**src/rtl/cart_map_arbiter.sv**
```systemverilog
// Cartridge-bus arbiter: steers the SNES cartridge-side buses from one of
// N_MAP coprocessor mapper channels or the default channel (index N_MAP).
// A new selection is committed only after the candidate has been stable,
// the outgoing channel has drained, and one forced-idle gap cycle has passed.
//
// state | meaning
// RUN   | steady; candidate matches the selected channel
// PEND  | candidate differs; counting consecutive stable cycles
// DRAIN | commit decided; waiting for the old channel's strobes to go idle
// GAP   | one cycle of forced-idle bus before the new channel takes over
module cart_map_arbiter #(
  parameter int                N_MAP       = 5,
  parameter int                ROM_AW      = 24,
  parameter int                BSRAM_AW    = 20,
  parameter int                SETTLE      = 4,
  parameter int                DRAIN_MAX   = 16,
  parameter logic [N_MAP-1:0]  TURBO_BLOCK = 5'b01010,
  localparam int               NCH         = N_MAP + 1,
  localparam int               SEL_W       = $clog2(N_MAP + 1)
) (
  input  logic                    mclk,
  input  logic                    rst_n,
  input  logic [N_MAP-1:0]        map_active,
  input  logic [8*NCH-1:0]        ch_do,
  input  logic [NCH-1:0]          ch_irq_n,
  input  logic [ROM_AW*NCH-1:0]   ch_rom_addr,
  input  logic [NCH-1:0]          ch_rom_ce_n,
  input  logic [NCH-1:0]          ch_rom_oe_n,
  input  logic [NCH-1:0]          ch_rom_word,
  input  logic [BSRAM_AW*NCH-1:0] ch_bsram_addr,
  input  logic [8*NCH-1:0]        ch_bsram_d,
  input  logic [NCH-1:0]          ch_bsram_ce_n,
  input  logic [NCH-1:0]          ch_bsram_oe_n,
  input  logic [NCH-1:0]          ch_bsram_we_n,
  output logic [7:0]              di,
  output logic                    irq_n,
  output logic [ROM_AW-1:0]       rom_addr,
  output logic                    rom_ce_n,
  output logic                    rom_oe_n,
  output logic                    rom_word,
  output logic [BSRAM_AW-1:0]     bsram_addr,
  output logic [7:0]              bsram_d,
  output logic                    bsram_ce_n,
  output logic                    bsram_oe_n,
  output logic                    bsram_we_n,
  output logic [SEL_W-1:0]        sel_idx,
  output logic                    multi_hot_err,
  output logic                    turbo_allow,
  output logic                    switching
);

  localparam int CNT_W  = $clog2(SETTLE + 1);
  localparam int DCNT_W = $clog2(DRAIN_MAX + 1);

  localparam logic [SEL_W-1:0]  DEF_SEL   = SEL_W'(N_MAP);
  localparam logic [CNT_W-1:0]  SETTLE_C  = CNT_W'(SETTLE);
  localparam logic [DCNT_W-1:0] DMAX_M1   = DCNT_W'(DRAIN_MAX - 1);
  // Default channel never blocks turbo, so its bit is forced to zero.
  localparam logic [NCH-1:0]    TURBO_EXT = {1'b0, TURBO_BLOCK};

  typedef enum logic [1:0] {
    ST_RUN   = 2'd0,
    ST_PEND  = 2'd1,
    ST_DRAIN = 2'd2,
    ST_GAP   = 2'd3
  } state_t;

  state_t            state_q, state_d;
  logic [SEL_W-1:0]  sel_q, sel_d;
  logic [SEL_W-1:0]  pend_q, pend_d;
  logic [CNT_W-1:0]  cnt_q, cnt_d;
  logic [DCNT_W-1:0] dcnt_q, dcnt_d;
  logic              mhe_q, mhe_d;
  logic              turbo_q, turbo_d;
  logic              switching_q, switching_d;

  logic [SEL_W-1:0]  cand;
  logic              multi_hot;
  logic              old_idle;
  logic [CNT_W-1:0]  cnt_inc;

  // Candidate: the one-hot bit index, otherwise the default channel.
  always_comb begin
    cand      = DEF_SEL;
    multi_hot = |(map_active & (map_active - N_MAP'(1)));
    for (int k = 0; k < N_MAP; k++) begin
      if (map_active == (N_MAP'(1) << k)) cand = SEL_W'(k);
    end
  end

  assign old_idle = ch_rom_ce_n[sel_q] & ch_bsram_ce_n[sel_q] & ch_bsram_we_n[sel_q];
  assign cnt_inc  = cnt_q + CNT_W'(1);

  // Next-state and registered-output computation for the switch sequencer.
  always_comb begin
    state_d = state_q;
    sel_d   = sel_q;
    pend_d  = pend_q;
    cnt_d   = cnt_q;
    dcnt_d  = dcnt_q;
    mhe_d   = mhe_q | multi_hot;
    case (state_q)
      ST_RUN: begin
        if (cand != sel_q) begin
          pend_d  = cand;
          cnt_d   = CNT_W'(1);
          dcnt_d  = '0;
          state_d = (SETTLE == 1) ? ST_DRAIN : ST_PEND;
        end
      end
      ST_PEND: begin
        if (cand == pend_q) begin
          cnt_d = cnt_inc;
          if (cnt_inc >= SETTLE_C) begin
            state_d = ST_DRAIN;
            dcnt_d  = '0;
          end
        end else if (cand == sel_q) begin
          state_d = ST_RUN;
          cnt_d   = '0;
        end else begin
          pend_d = cand;
          cnt_d  = CNT_W'(1);
        end
      end
      ST_DRAIN: begin
        // Pending target is frozen here; only the drain timer advances.
        if (dcnt_q != DMAX_M1) dcnt_d = dcnt_q + DCNT_W'(1);
        if (old_idle || (dcnt_q == DMAX_M1)) state_d = ST_GAP;
      end
      ST_GAP: begin
        sel_d   = pend_q;
        state_d = ST_RUN;
        cnt_d   = '0;
        dcnt_d  = '0;
      end
      default: state_d = ST_RUN;
    endcase
    switching_d = (state_d != ST_RUN);
    turbo_d     = ~TURBO_EXT[sel_d];
  end

  // Sequencer state registers.
  always_ff @(posedge mclk or negedge rst_n) begin
    if (!rst_n) begin
      state_q     <= ST_RUN;
      sel_q       <= DEF_SEL;
      pend_q      <= DEF_SEL;
      cnt_q       <= '0;
      dcnt_q      <= '0;
      mhe_q       <= 1'b0;
      turbo_q     <= 1'b1;
      switching_q <= 1'b0;
    end else begin
      state_q     <= state_d;
      sel_q       <= sel_d;
      pend_q      <= pend_d;
      cnt_q       <= cnt_d;
      dcnt_q      <= dcnt_d;
      mhe_q       <= mhe_d;
      turbo_q     <= turbo_d;
      switching_q <= switching_d;
    end
  end

  // Zero-latency steering of the selected slice; strobes forced idle in GAP.
  always_comb begin
    rom_addr   = ch_rom_addr[sel_q*ROM_AW +: ROM_AW];
    bsram_addr = ch_bsram_addr[sel_q*BSRAM_AW +: BSRAM_AW];
    bsram_d    = ch_bsram_d[sel_q*8 +: 8];
    if (state_q == ST_GAP) begin
      di         = 8'h00;
      irq_n      = 1'b1;
      rom_ce_n   = 1'b1;
      rom_oe_n   = 1'b1;
      rom_word   = 1'b0;
      bsram_ce_n = 1'b1;
      bsram_oe_n = 1'b1;
      bsram_we_n = 1'b1;
    end else begin
      di         = ch_do[sel_q*8 +: 8];
      irq_n      = ch_irq_n[sel_q];
      rom_ce_n   = ch_rom_ce_n[sel_q];
      rom_oe_n   = ch_rom_oe_n[sel_q];
      rom_word   = ch_rom_word[sel_q];
      bsram_ce_n = ch_bsram_ce_n[sel_q];
      bsram_oe_n = ch_bsram_oe_n[sel_q];
      bsram_we_n = ch_bsram_we_n[sel_q];
    end
  end

  assign sel_idx       = sel_q;
  assign multi_hot_err = mhe_q;
  assign turbo_allow   = turbo_q;
  assign switching     = switching_q;

endmodule

```
**config.mk**
```make
export PLATFORM = sky130hd
export DESIGN_NAME = cart_map_arbiter
export DESIGN_NICKNAME = d
export VERILOG_FILES = /design/src/rtl/cart_map_arbiter.sv
export SDC_FILE = /design/constraint.sdc
export NUM_CORES = 1
export LEC_CHECK = 0
export ABC_CLOCK_PERIOD_IN_PS = 6670
export CORE_AREA = 5 5 184 186
export DETAILED_ROUTE_END_ITERATION = 7
export DIE_AREA = 0 0 189 191
export PLACE_DENSITY_LB_ADDON = 0.08
export SYNTH_ARGS = -nofsm -noshare
export SYNTH_HDL_FRONTEND = slang
export SYNTH_SLANG_ARGS = --single-unit
export TNS_END_PERCENT = 50
```
**constraint.sdc**
```tcl
create_clock -name mclk -period 6.67 [get_ports mclk]
set_input_delay 1.6675 -clock mclk [delete_from_list [all_inputs] [get_ports mclk]]
set_output_delay 1.6675 -clock mclk [all_outputs]
set_load 0.02 [all_outputs]
```
* Yosys cells after proc, flatten, opt, wreduce, memory -nomap -nowiden *
Memory sizes are Yosys's and may differ from the RTL's.
Index checks and enable logic that the tools add are counted.

word-level totals
  register bits after elaboration = 19
  ROM bits = 8
  input bits = 409
  output and inout port bits = 73
  word-level logic and storage cells = 102
  memories = 1

operators by class
  add/sub/neg operators = 3
  multiply operators = 2
  $lt $le $gt $ge = 3
  equal/unequal tests = 19
  shift operators = 4
  muxes and demuxes = 48
  bitwise logic cells = 5
  reduce and logical (&&, ||, !) cells = 9

memories
  memory           words  width  rd ports  clocked after memory_dff  write ports  line  RTL
  (no name shown)  8      1      1         0                         0            140   turbo_d = ~TURBO_EXT[sel_d];

operators by type and width
  cell                                                                    count
  144-bit by 9-bit indexed part select with 24-bit output                 1
  120-bit by 9-bit indexed part select with 20-bit output                 1
  48-bit by 7-bit indexed part select with 8-bit output                   2
  3-bit two-way mux                                                       11
  1-bit binary-select mux with 3-bit select                               7
  5-bit two-way mux                                                       4
  5-bit one-hot mux with 4 select lines                                   1
  1-bit two-way mux                                                       16
  2-bit inequality test (second input constant)                           6
  5-bit by 4-bit equality test with 1-bit output (second input constant)  2
  2-bit two-way mux                                                       5
  3-bit one-hot mux with 3 select lines                                   1
  3-bit by 4-bit < comparator with 1-bit output (second input constant)   2
  8-bit two-way mux                                                       1
  2-bit one-hot mux with 4 select lines                                   1
  4-bit AND reduction                                                     2
  3-bit equality test                                                     2
  3-bit by 3-bit multiplier with 6-bit output (second input constant)     1
  3-bit one-hot mux with 2 select lines                                   1
  5-bit by 1-bit adder with 5-bit output (second input constant)          1
  5-bit bitwise AND                                                       1
  5-bit by 1-bit equality test with 1-bit output (second input constant)  1
  5-bit by 2-bit equality test with 1-bit output (second input constant)  1
  5-bit by 3-bit equality test with 1-bit output (second input constant)  1
  other kinds (18)                                                        21

* Logic depth before layout (Yosys ltp) *
  word-level depth = 11
  depth in mapped cells = 8
  gate-level depth less buffers = 7

* Worst setup path after synthesis *
No wires, ideal clock.

  path type = register to output
  start = register sel_q[0], in the netlist sel_idx[0]
  end = output bsram_addr[0]
  data arrival time = 2.543 ns
  data required time = 5.003 ns
  path slack = 2.459 ns
  cell stages (with the launch flop) = 8
  path buffers = 5
  cells stage by stage = dfstp_2 > buf_2 > buf_2 > buf_2 > clkbuf_1 > buf_2 > mux2i_1 > o22ai_1

on the way
  word-level cells in the longest chain between the ends = 2

RTL lines
  item                                                     line  RTL
  start: declaration                                       69    logic [SEL_W-1:0] sel_q, sel_d;
  start signal: assignment                                 156   sel_q <= sel_d;
  3-bit by 3-bit multiplier with 6-bit output              169   bsram_addr = ch_bsram_addr[sel_q*BSRAM_AW +: BSRAM_AW];
  120-bit by 9-bit indexed part select with 20-bit output  169
  end: declaration                                         41    output logic [BSRAM_AW-1:0] bsram_addr,

Every way passes these cells.

* Final worst setup path *
  start = input ch_rom_ce_n[1]
  end = output rom_ce_n

on the way
  word-level cells in the longest chain between the ends = 3

RTL lines
  item                                       line  RTL
  start: declaration                         27    input logic [NCH-1:0] ch_rom_ce_n,
  1-bit binary-select mux with 3-bit select  183   rom_ce_n = ch_rom_ce_n[sel_q];
  1-bit two-way mux (not written as such)    183
  1-bit two-way mux                          171   if (state_q == ST_GAP) begin
  end: declaration                           38    output logic rom_ce_n,

Every way passes these cells. The select of a mux whose other input is x is not followed.

==> key figures <==
Run status
  • Outcome: finished, final reports clean

Floorplanning
  • CORE AREA: 0.0321 mm^2
  • Die Width: 189 um
  • Row count: 66
  • Die height: 191 um
  • Die area: 0.0361 mm^2
  • Initial core utilization: 0.129
  • I/O Pins: 482

Clock network
  • CTS tree: yes
  • Clk_lat worst skew: 0.25 ns
  • # clock sinks: 19
  • Max clock buf depth: 2
  • Root Driver: clkbuf_16
  • CTS buffer count: 3
  • H-tree Lvls: 1
  • Setup Buffers After CTS: 0
  • CTS Hold Bufs: 0
  • CTS clock-pin slew for the worst setup and hold paths: 0.06 ns
  • Post-cts resize count: 0

Synthesis
  • Async S/R FF share, synth: 1.00
  • Synth Cell Area: 0.00415 mm^2
  • Post-synthesis sequential area ratio: 0.116
  • Top post-synthesis cells by area: mux4_2 36%, mux2i_1 16%, o22ai_1 10%
  • Synthesis Warnings: 0
  • Syn_area_per_cell: 9.84 um^2
  • Synth Area in Compound Gates: 0.152
  • EDFF count, synth: 0
  • Post-Syn Instances: 422
  • Synth top area share: 0.363
  • Yosys cell types: 43
  • Synth Area in XOR/XNOR: 0.0190
  • Area leader, netlist: mux4_2
  • Largest family of logic cells by synthesized area: multiplexers
  • Register bit count reported by yosys: 19
  • Top_reg_cell synth: dfrtp_1
  • Adder-Cell Fraction of Synth Area: 0.0114
  • Mux contribution to synthesized area: 0.538
  • Synthesized Nets: 834
  • Synth Area in Simple Gates: 0.0548

Routing
  • DR vias: 5,304
  • M1 wire length: 11.9 mm
  • Drt pass-1 iters: 6
  • Initial DRC Count: 205
  • Wire length on met2: 15.5 mm
  • Final Routed Wirelength: 30.6 mm
  • Met3 WL: 2.48 mm
  • DR WL/cell: 23.9 um
  • DRC Markers: 0
  • Max Used Layer: met5
  • ANT nets after route: 0
  • Vias per cell: 4.15

Timing
  • Slew HR: 0.378
  • Final Slew Violations: 0
  • Final setup violation count: 0
  • Fin Clk Skew: 0.00209 ns
  • Hold WS: 0.488 ns
  • RSZ-0062 raised after global routing: no
  • Highest Clock Rate: 194 MHz
  • Tmin final: 5.15 ns
  • Worst Tran Pin Value: 0.930 ns
  • Endpoints failing hold: 0
  • Setup TNS: 0 ns
  • Tcrit/Tclk final: 0.772

Worst setup path
  • Slowest CP cell: clkdlybuf4s50_1
  • Reg2Reg Setup Slack: 3.71 ns
  • Worst-path cell chain: clkdlybuf4s50_1 -> mux4_2 -> inv_1 -> o22ai_1 -> nand2b_1 -> clkdlybuf4s50_1
  • Crit path max fanout: 2
  • WP data required: 5.00 ns
  • Worst Setup Start Kind: input pin
  • Type of the worst setup path: in2out
  • Worst path arrival time: 3.48 ns
  • Worst Setup End Kind: primary output
  • CP peak stage delay: 0.57 ns
  • Most Frequent Cell on Critical Path: clkdlybuf4s50_1

Global route
  • Initial antenna violation count: 4
  • First-pass GRT wire length: 41.8 mm
  • Grt total ovfl: 0
  • Pin count of the biggest net entering global routing: 51
  • Vias in the first global route: 5,594
  • Overall Global Routing Usage: 0.155

Final layout
  • NumNets Final: 1,282
  • Share of cells above drive strength 1: 0.102
  • Filler instances: 3,370
  • Util after Layout: 0.294
  • Fin area: 0.00946 mm^2
  • Syn-to-layout area delta: 128%

Placed design
  • Hpwl dp: 25.8 mm
  • Routability cong.: 0.784
  • Number of buffers added on ports: 481
  • Dpl cell area: 0.00937 mm^2

Pwr
  • PwrDens: 272 mW/mm^2
  • Leak pwr: 3.92 nW
  • Peak VDD IR: 0.143 mV

Min path
  • Hold Path Class: reg2reg

Run
  • Max_cap viols: 0
## state kept, by name, indices dropped and copies added, names as in the netlist
register and flops:
state_q 2, turbo_allow 1, switching 1, pend_q 3, cnt_q 3, multi_hot_err 1, dcnt_q 5, sel_idx 3
## power breakdown
| part | leakage (nW) | internal (mW) | switching (mW) |
|---|---|---|---|
| logic | 3.65 | 1.12 | 1.05 |
| registers | 0.232 | 0.160 | 0.117 |
| clock network | 0.0382 | 0.0814 | 0.0451 |
## metal layers
metal	up-vias	GRT usage
met5	-	0
met4	4	0.0283
met3	27	0.0477
met2	235	0.278
met1	2510	0.184
li1	2528	-
## worst max-delay path: cells and delay by family
family	cells	cell delay (ns)
compound gates	1	0.10
buf+inv	3	1.06
mux	1	0.46
simple gates	1	0.19
## cells by family (layout without fill, tap and decap cells)
| kind of cell | Yosys count | after routing |
|---|---|---|
| buffers and inverters | 115 | 562 |
| and+or+nand+nor | 43 | 43 |
| xor gates and xnor gates | 9 | 9 |
| muxes | 139 | 139 |
| adders and majority gates | 4 | 4 |
| AOI/OAI and AO/OA | 93 | 93 |
| other | 0 | 2 |
| DFF | 19 | 19 |
## cell type report
type	count	area [um^2]	area share
timing repair buffer	487	4880	0.517
tap	408	510	0.0540
inverter	71	267	0.0282
antenna	2	5.00	0.000529
clock buffer	4	78.8	0.00834
multi-input combinational	288	3220	0.341
sequential	19	489	0.0517
## path summary, 6_finish.rpt
kind / startpoint / depth (start not counted) / end
min reg2reg: multi_hot_err / 1 / multi_hot_err
min in group asynchronous: rst_n / 1 / cnt_q[1]
min: multi_hot_err / 1 / multi_hot_err
max: ch_rom_ce_n[1] / 6 / rom_ce_n
max in group asynchronous: rst_n / 1 / sel_idx[1]
max reg2reg: sel_idx[2] / 5 / pend_q[0]
## cell usage in the layout (no fill, tap or decap), types with 2 or more instances in the layout
cell type,netlist,final
nand3_1,2,2
o21ai_1,4,4
xor2_1,5,5
buf_12,0,2
dfstp_2,5,4
o221ai_1,3,3
or3_1,3,3
mux2i_1,68,68
ha_1,3,3
nor2_1,11,11
dfrtp_1,14,13
a211oi_1,2,2
buf_4,0,4
a22o_1,2,2
clkbuf_16,0,3
o31ai_1,2,2
o22ai_1,67,67
diode_2,0,2
o21ai_0,2,2
mux4_2,67,67
nand2b_1,9,8
a31oi_1,2,2
mux2_2,3,3
clkdlybuf4s50_1,0,481
xnor2_1,4,4
inv_1,71,71
nor4b_1,2,2
and3_1,2,2
nand2_1,8,8
nor3_1,2,2
a21boi_1,2,2
## cells in the mapped netlist, types with 2 or more instances
cell type and n:
dfrtp_1 14, mux2i_1 68, o221ai_1 3, o31ai_1 2, or3_1 3, dfstp_2 5, buf_1 9, nand2_1 8
o21ai_1 4, ha_1 3, o22ai_1 67, inv_1 71, nand2b_1 9, mux4_2 67, and3_1 2, nor2_1 11
a22o_1 2, mux2_2 3, a31oi_1 2, xor2_1 5, nor3_1 2, a21boi_1 2, nor4b_1 2, buf_2 11
a211oi_1 2, xnor2_1 4, clkbuf_1 23, o21ai_0 2, nand3_1 2
## metrics by stage
step	setup WS, ns	std cells	power [mW]
2_1_floorplan	2.46	422	1.47
3_3_place_gp	1.50	1273	2.50
3_5_place_dp	1.49	1273	2.49
4_1_cts	1.49	1277	2.63
5_1_grt	1.36	1279	2.75
6_report	1.52	1279	2.57
(Power assumes the default switching activity.)
